==> config.mk <==
export PLATFORM = sky130hd
export DESIGN_NAME = wfi_irq_sequencer
export DESIGN_NICKNAME = d
export VERILOG_FILES = /design/src/rtl/wfi_irq_sequencer.sv
export SDC_FILE = /design/constraint.sdc
export NUM_CORES = 1
export LEC_CHECK = 0
export ABC_AREA = 0
export CAP_MARGIN = 20
export CORE_AREA = 2 2 94 69
export DETAILED_ROUTE_END_ITERATION = 6
export DIE_AREA = 0 0 96 71
export PLACE_DENSITY_LB_ADDON = 0.1
export SYNTH_ARGS = -nofsm -noshare
export SYNTH_HDL_FRONTEND = slang
export SYNTH_SLANG_ARGS = --single-unit
==> constraint.sdc <==
create_clock -name clk -period 2.1 [get_ports clk]
set_input_delay 0.315 -clock clk [delete_from_list [all_inputs] [get_ports clk]]
set_output_delay 0.315 -clock clk [all_outputs]
set_load 0.01 [all_outputs]
==> src/rtl/wfi_irq_sequencer.sv <==
`timescale 1ns/1ps
// WFI / machine-interrupt entry sequencer: drains the pipe, sleeps until an
// enabled interrupt is pending, retires the WFI and raises a single trap request.
module wfi_irq_sequencer #(
    parameter int unsigned WFI_TIMEOUT = 0,
    parameter int unsigned CNT_W       = 32,
    parameter int unsigned XLEN        = 32
) (
    input  logic             clk,
    input  logic             rst,
    input  logic             wfi_valid,
    input  logic             pipe_idle,
    input  logic [2:0]       irq_pending,
    input  logic [2:0]       irq_enable,
    input  logic             mstatus_mie,
    input  logic             trap_ack,
    output logic             stall,
    output logic             wfi_retire,
    output logic             trap_req,
    output logic [XLEN-1:0]  trap_cause,
    output logic             sleeping,
    output logic [CNT_W-1:0] sleep_cycles
);

    localparam int unsigned CODE_W = 4;
    localparam logic [CODE_W-1:0] CODE_MEI = 4'd11;
    localparam logic [CODE_W-1:0] CODE_MSI = 4'd3;
    localparam logic [CODE_W-1:0] CODE_MTI = 4'd7;
    localparam bit TO_EN = (WFI_TIMEOUT != 0);
    localparam logic [CNT_W-1:0] TO_LAST = TO_EN ? CNT_W'(WFI_TIMEOUT - 1) : '0;

    typedef enum logic [2:0] {
        ST_RUN,
        ST_DRAIN,
        ST_SLEEP,
        ST_WAKE,
        ST_TRAP
    } state_e;

    state_e            state_q, state_d;
    logic              stall_q, stall_d;
    logic              wfi_retire_q, wfi_retire_d;
    logic              trap_req_q, trap_req_d;
    logic [XLEN-1:0]   trap_cause_q, trap_cause_d;
    logic              sleeping_q, sleeping_d;
    logic [CNT_W-1:0]  sleep_cycles_q, sleep_cycles_d;
    logic [CNT_W-1:0]  to_cnt_q, to_cnt_d;

    logic [2:0]        pe;
    logic              wake;
    logic [CODE_W-1:0] irq_code;

    assign pe   = irq_pending & irq_enable;
    assign wake = |pe;

    // Fixed priority: external > software > timer.
    always_comb begin
        irq_code = CODE_MTI;
        if (pe[2]) begin
            irq_code = CODE_MEI;
        end else if (pe[0]) begin
            irq_code = CODE_MSI;
        end
    end

    always_comb begin
        state_d        = state_q;
        sleep_cycles_d = sleep_cycles_q;
        to_cnt_d       = to_cnt_q;
        trap_cause_d   = trap_cause_q;

        case (state_q)
            ST_RUN: begin
                if (wfi_valid) begin
                    state_d = ST_DRAIN;
                end else if (mstatus_mie && wake) begin
                    state_d = ST_TRAP;
                end
            end
            ST_DRAIN: begin
                if (pipe_idle) begin
                    state_d = wake ? ST_WAKE : ST_SLEEP;
                end
            end
            ST_SLEEP: begin
                if (sleep_cycles_q != {CNT_W{1'b1}}) begin
                    sleep_cycles_d = sleep_cycles_q + CNT_W'(1);
                end
                if (TO_EN) begin
                    to_cnt_d = to_cnt_q + CNT_W'(1);
                end
                if (wake || (TO_EN && (to_cnt_q == TO_LAST))) begin
                    state_d  = ST_WAKE;
                    to_cnt_d = '0;
                end
            end
            ST_WAKE: begin
                state_d = (mstatus_mie && wake) ? ST_TRAP : ST_RUN;
            end
            ST_TRAP: begin
                if (trap_ack) begin
                    state_d = ST_RUN;
                end
            end
            default: begin
                state_d = ST_RUN;
            end
        endcase

        if ((state_q == ST_RUN) && (state_d == ST_DRAIN)) begin
            sleep_cycles_d = '0;
        end
        // Cause is committed once on TRAP entry and frozen until acknowledged.
        if ((state_q != ST_TRAP) && (state_d == ST_TRAP)) begin
            trap_cause_d = {1'b1, (XLEN-1)'(irq_code)};
        end

        stall_d      = (state_d != ST_RUN);
        wfi_retire_d = (state_d == ST_WAKE);
        trap_req_d   = (state_d == ST_TRAP);
        sleeping_d   = (state_d == ST_SLEEP);
    end

    always_ff @(posedge clk or negedge rst) begin
        if (!rst) begin
            state_q        <= ST_RUN;
            stall_q        <= 1'b0;
            wfi_retire_q   <= 1'b0;
            trap_req_q     <= 1'b0;
            trap_cause_q   <= '0;
            sleeping_q     <= 1'b0;
            sleep_cycles_q <= '0;
            to_cnt_q       <= '0;
        end else begin
            state_q        <= state_d;
            stall_q        <= stall_d;
            wfi_retire_q   <= wfi_retire_d;
            trap_req_q     <= trap_req_d;
            trap_cause_q   <= trap_cause_d;
            sleeping_q     <= sleeping_d;
            sleep_cycles_q <= sleep_cycles_d;
            to_cnt_q       <= to_cnt_d;
        end
    end

    assign stall        = stall_q;
    assign wfi_retire   = wfi_retire_q;
    assign trap_req     = trap_req_q;
    assign trap_cause   = trap_cause_q;
    assign sleeping     = sleeping_q;
    assign sleep_cycles = sleep_cycles_q;

endmodule

**Word-level counts from Yosys, hierarchy flattened**

Cells that the tools add are included.

- Register bits after elaboration: 44
- Logic and storage cells: 41
- Output and inout port bits: 68
- Bits of input ports: 12

- Reductions and logical operators: 9
- Muxes and demuxes: 13
- Bitwise logic cells: 1
- $add $sub $neg: 1
- Eq/ne operators: 10

Operators with widths:

| cell | count |
|---|---|
| 2-to-1 mux 32 bit | 3 |
| adder 32 x 1 -> 32 bit, second input constant | 1 |
| != test 32 bit, second input constant | 1 |
| 2-to-1 mux 3 bit | 7 |
| one-hot mux 3 bit (5 select lines) | 1 |
| equality test 3 x 2 -> 1 bit, second input constant | 4 |
| equality test 3 x 1 -> 1 bit, second input constant | 2 |
| equality test 3 bit, second input constant | 2 |
| 2-to-1 mux 4 bit | 1 |
| nonzero test 2 bit | 2 |
| bitwise AND 3 bit | 1 |
| logical AND 1 bit | 3 |
| logical NOT 3 bit | 1 |
| != test 3 bit, second input constant | 1 |
| nonzero test 3 bit | 1 |
| OR reduction 3 bit | 1 |
| AND reduction 2 bit | 1 |
| 2-to-1 mux 1 bit | 1 |

**Logic depth before layout (Yosys ltp)**

- Word-level depth: 10
- Mapped depth: 6
- Mapped depth without buffers: 6

**Worst setup path before layout**

Ideal clock, no wire load.

- Path type: reg-to-reg
- Start point: reg sleep_cycles_q[0] (netlist: sleep_cycles[0])
- End point: reg sleep_cycles_q[23] (netlist: sleep_cycles[23])
- Arrival: 1.946 ns
- Stages on the path, launching flop included: 7
- Clock period less this slack: 2.024 ns
- Required time: 2.022 ns
- Buffers on the path: 0
- Setup slack: 0.076 ns
- Setup time: 0.078 ns
- Path through: dfrtp_1 ha_1 and2_0 nand3_1 o31ai_4 or4_1 a21oi_1

- Longest elaborated chain between the ends: 4
- Elaborated cells on any way between the ends: 7
- Classes of those cells: 1 x add/sub; 1 x eq/ne; 3 x mux; 2 x reduce/logical

RTL lines:

| element | RTL line | source |
|---|---|---|
| start: declaration | 46 | `logic [CNT_W-1:0] sleep_cycles_q, sleep_cycles_d;` |
| start signal: assignment | 141 | `sleep_cycles_q <= sleep_cycles_d;` |
| adder 32 x 1 -> 32 bit | 87 | `sleep_cycles_d = sleep_cycles_q + CNT_W'(1);` |
| 2-to-1 mux 32 bit | 86 | `if (sleep_cycles_q != {CNT_W{1'b1}}) begin` |
| 2-to-1 mux 32 bit | 72 | `case (state_q)` |
| 2-to-1 mux 32 bit | 110 | `if ((state_q == ST_RUN) && (state_d == ST_DRAIN)) begin` |

Several ways; a longest one is shown, not always the timed one. The select of a mux whose other input is x is not followed.
A chain may end at the register's enable or synchronous reset.

**Final worst setup path**

- Start point: reg sleep_cycles_q[19] (netlist: sleep_cycles[19])
- End point: reg sleep_cycles_q[6] (netlist: sleep_cycles[6])

- Longest elaborated chain between the ends: 3

RTL lines:

| element | RTL line |
|---|---|
| != test 32 bit | 86 |
| nonzero test 2 bit (no source line) | -- |
| AND reduction 2 bit (no source line) | -- |

Every way passes these cells.

==> impl_metrics.py <==
metrics = {
    "place": {
        "dpl.hpwl_um": 4160,
        "gp_congestion": 0.792,
        "postPlaceCellArea_sq_um": 3190,
        "port_buffers": 52,
    },
    "cts": {
        "htree_levels": 2,
        "cts_tree": "yes",
        "cts-root-buf": "clkbuf_8",
        "cts.path.max_buffers": 2,
        "cts_buffers": 5,
        "clock_latency_ns": 0.30,
        "holdBufCountCts": 0,
        "clkTransAtPathRegs_ns": 0.08,
        "cts_sinks": 42,
    },
    "synth": {
        "ys_seq_area_frac": 0.432,
        "synth_ff_type": "dfrtp_1",
        "ys_top_cells_by_area": "dfrtp_1 43%, buf_4 9.0%, xnor2_1 4.3%",
        "yosys.area.top_type": "dfrtp_1",
        "synthCells": 254,
        "ys_types": 47,
        "synth_enable_flop_cells": 0,
        "netlist_area_sq_um": 2430,
        "avgSynthCellArea_sq_um": 9.57,
        "async_flop_share": 1.00,
        "synth_warnings": 0,
        "yosysTopAreaCellShare": 0.432,
        "yosys_register_bits": 42,
    },
    "detailed_routing": {
        "dr.pass1.iters": 4,
        "antenna_left": 0,
        "highest_layer": "met4",
        "wl_um": 5710,
        "met2_length_um": 2490,
        "first_iter_violations": 77,
        "vias": 2109,
        "drc": 0,
        "vias_per_cell": 4.99,
        "met3_length_um": 211,
        "m1WireLength_um": 2940,
        "wl_per_cell_um": 13.5,
    },
    "power_and_ir_drop": {
        "power.total_mw": 2.37,
        "power.density_nw_per_um2": 713,
        "ir_drop_mv": 0.394,
        "p_leak_nw": 1.40,
    },
    "global_routing": {
        "antenna_found_initial": 0,
        "grt_max_degree": 43,
        "grt_pass1_vias": 2035,
        "gr-total-overflow": 0,
        "track_usage": 0.182,
        "grt_pass1_wl_um": 9690,
    },
    "sta": {
        "hold_ws_ns": 0.0791,
        "slew_headroom": 0.633,
        "fmax_mhz": 500,
        "skew_ns": 0.00643,
        "drv_slew": 0,
        "fin_crit_ns": 2.00,
        "setup_viol": 0,
        "period_share": 0.952,
        "hold_violations": 0,
        "worst_pin_slew_ns": 0.551,
    },
    "worst_setup_path": {
        "cp-start-kind": "flop",
        "arrival_ns": 2.18,
        "crit_fanout": 8,
        "worstSetupEndpointType": "flop",
        "reg2reg_slack_ns": 0.10,
        "critical_path_required_ns": 2.28,
        "critical_path_class": "flop to flop",
    },
    "layout": {
        "n_fill_cell": 565,
        "design_area_sq_um": 3320,
        "multi_input_comb_area_sq_um": 1220,
        "final_net_count": 357,
        "layout_commonest_cell": "clkdlybuf4s50_1",
        "antenna_cells": 0,
        "layout-drive-gt1-share": 0.186,
        "mostFrequentLayoutCells": "51 x clkdlybuf4s50_1, 41 x buf_4, 41 x dfrtp_1, 27 x conb_1, 20 x nand2_1",
        "regArea_sq_um": 1050,
        "syn2layout_area_growth_pct": 36.7,
    },
    "flow_run": {
        "cap_violations": 0,
    },
    "min_path": {
        "hold_path_class": "primary input to asynchronous set/reset pin",
    },
    "floorplanning": {
        "num_rows": 24,
        "ios": 80,
        "dieArea_sq_um": 6820,
        "fp.dieW_um": 96,
        "start_util": 0.407,
        "core_sq_um": 5980,
        "die_h_um": 71,
    },
    "status": {
        "status": "finished clean",
    },
}
## state kept, by name, indices dropped and copies added, names as in the netlist
register,cells
sleep_cycles,32
wfi_retire,1
sleeping,1
trap_req,1
stall,1
trap_cause,3
state_q,3
## area by class of cell
type,instances,area share
timing repair buffer,93,0.248
inverter,7,0.00790
multi-input combinational,195,0.367
clock buffer,7,0.0230
clock inverter,1,0.00903
sequential,42,0.317
tap,78,0.0294
## synth_stat cells, drive strengths merged (3+ instances only)
master and instances:
and2 3, nand3 9, clkbuf 5, o31ai 5, dfrtp 42, nand4 9
mux2i 3, or3 12, a21oi 14, nor4 4, inv 7, or4 5
o21ai 15, o21a 3, xnor2 12, nor3 7, o211ai 3, buf 31
nor2 15, nand2 20, a211oi 6, and4 5
## critical path: stages (launching register included)
cell	delay, ns
dfrtp_1	0.46
nand4_4	0.14
or4_4	0.62
nor3_4	0.29
nor3_1	0.11
o221a_2	0.26
## cell families after synthesis
logic type	share of synthesized area
AO/OA/AOI/OAI	0.145
other	0.00154
multiplexers	0.0170
adder cells (fa/ha/maj)	0.00515
buffers and inverters	0.115
AND/OR/NAND/NOR	0.241
XOR/XNOR	0.0432
flip-flops	0.432
## through the flow
| step | setup TNS, ns | setup slack, ns | instances | utilization |
|---|---|---|---|---|
| 3_5_place_dp | -0.0392 | -0.0392 | 413 | 0.534 |
| 2_1_floorplan | 0 | 0.0760 | 280 | - |
| 5_1_grt | -0.0506 | -0.0339 | 423 | 0.556 |
| 3_3_place_gp | 0 | 0.00865 | 413 | 0.534 |
| 6_report | 0 | 0.100 | 423 | 0.556 |
| 4_1_cts | 0 | 0.0295 | 421 | 0.551 |
## report_power, final
group          total [mW]  switching [mW]  leakage (nW)  internal [mW]
clock network       0.637           0.281        0.0524          0.356
logic               0.767           0.389         0.780          0.378
registers           0.966          0.0546         0.566          0.912
total                2.37           0.724          1.40           1.65
## per-layer routing
layer | global-route usage | vias to the layer above
met5 | 0 | -
met4 | 0.0524 | 0
met3 | 0.0415 | 7
met2 | 0.257 | 49
met1 | 0.276 | 1004
li1 | - | 1049
## path summary, 6_finish.rpt
path                                   from                to  cells past startpoint
setup / recovery           sleep_cycles[19]   sleep_cycles[6]                      5
hold / removal                          rst  sleep_cycles[27]                      2
setup reg to reg           sleep_cycles[19]   sleep_cycles[6]                      5
hold reg to reg               trap_cause[2]     trap_cause[2]                      1
max in group asynchronous               rst  sleep_cycles[26]                      2
min in group clk              trap_cause[2]     trap_cause[2]                      1
## what timing repair did
item	in CTS	in global routing
resized for setup	0	4
setup buffers	0	2
setup endpoints to repair	0	11
No activity file was read; power rests on OpenSTA's default activity.
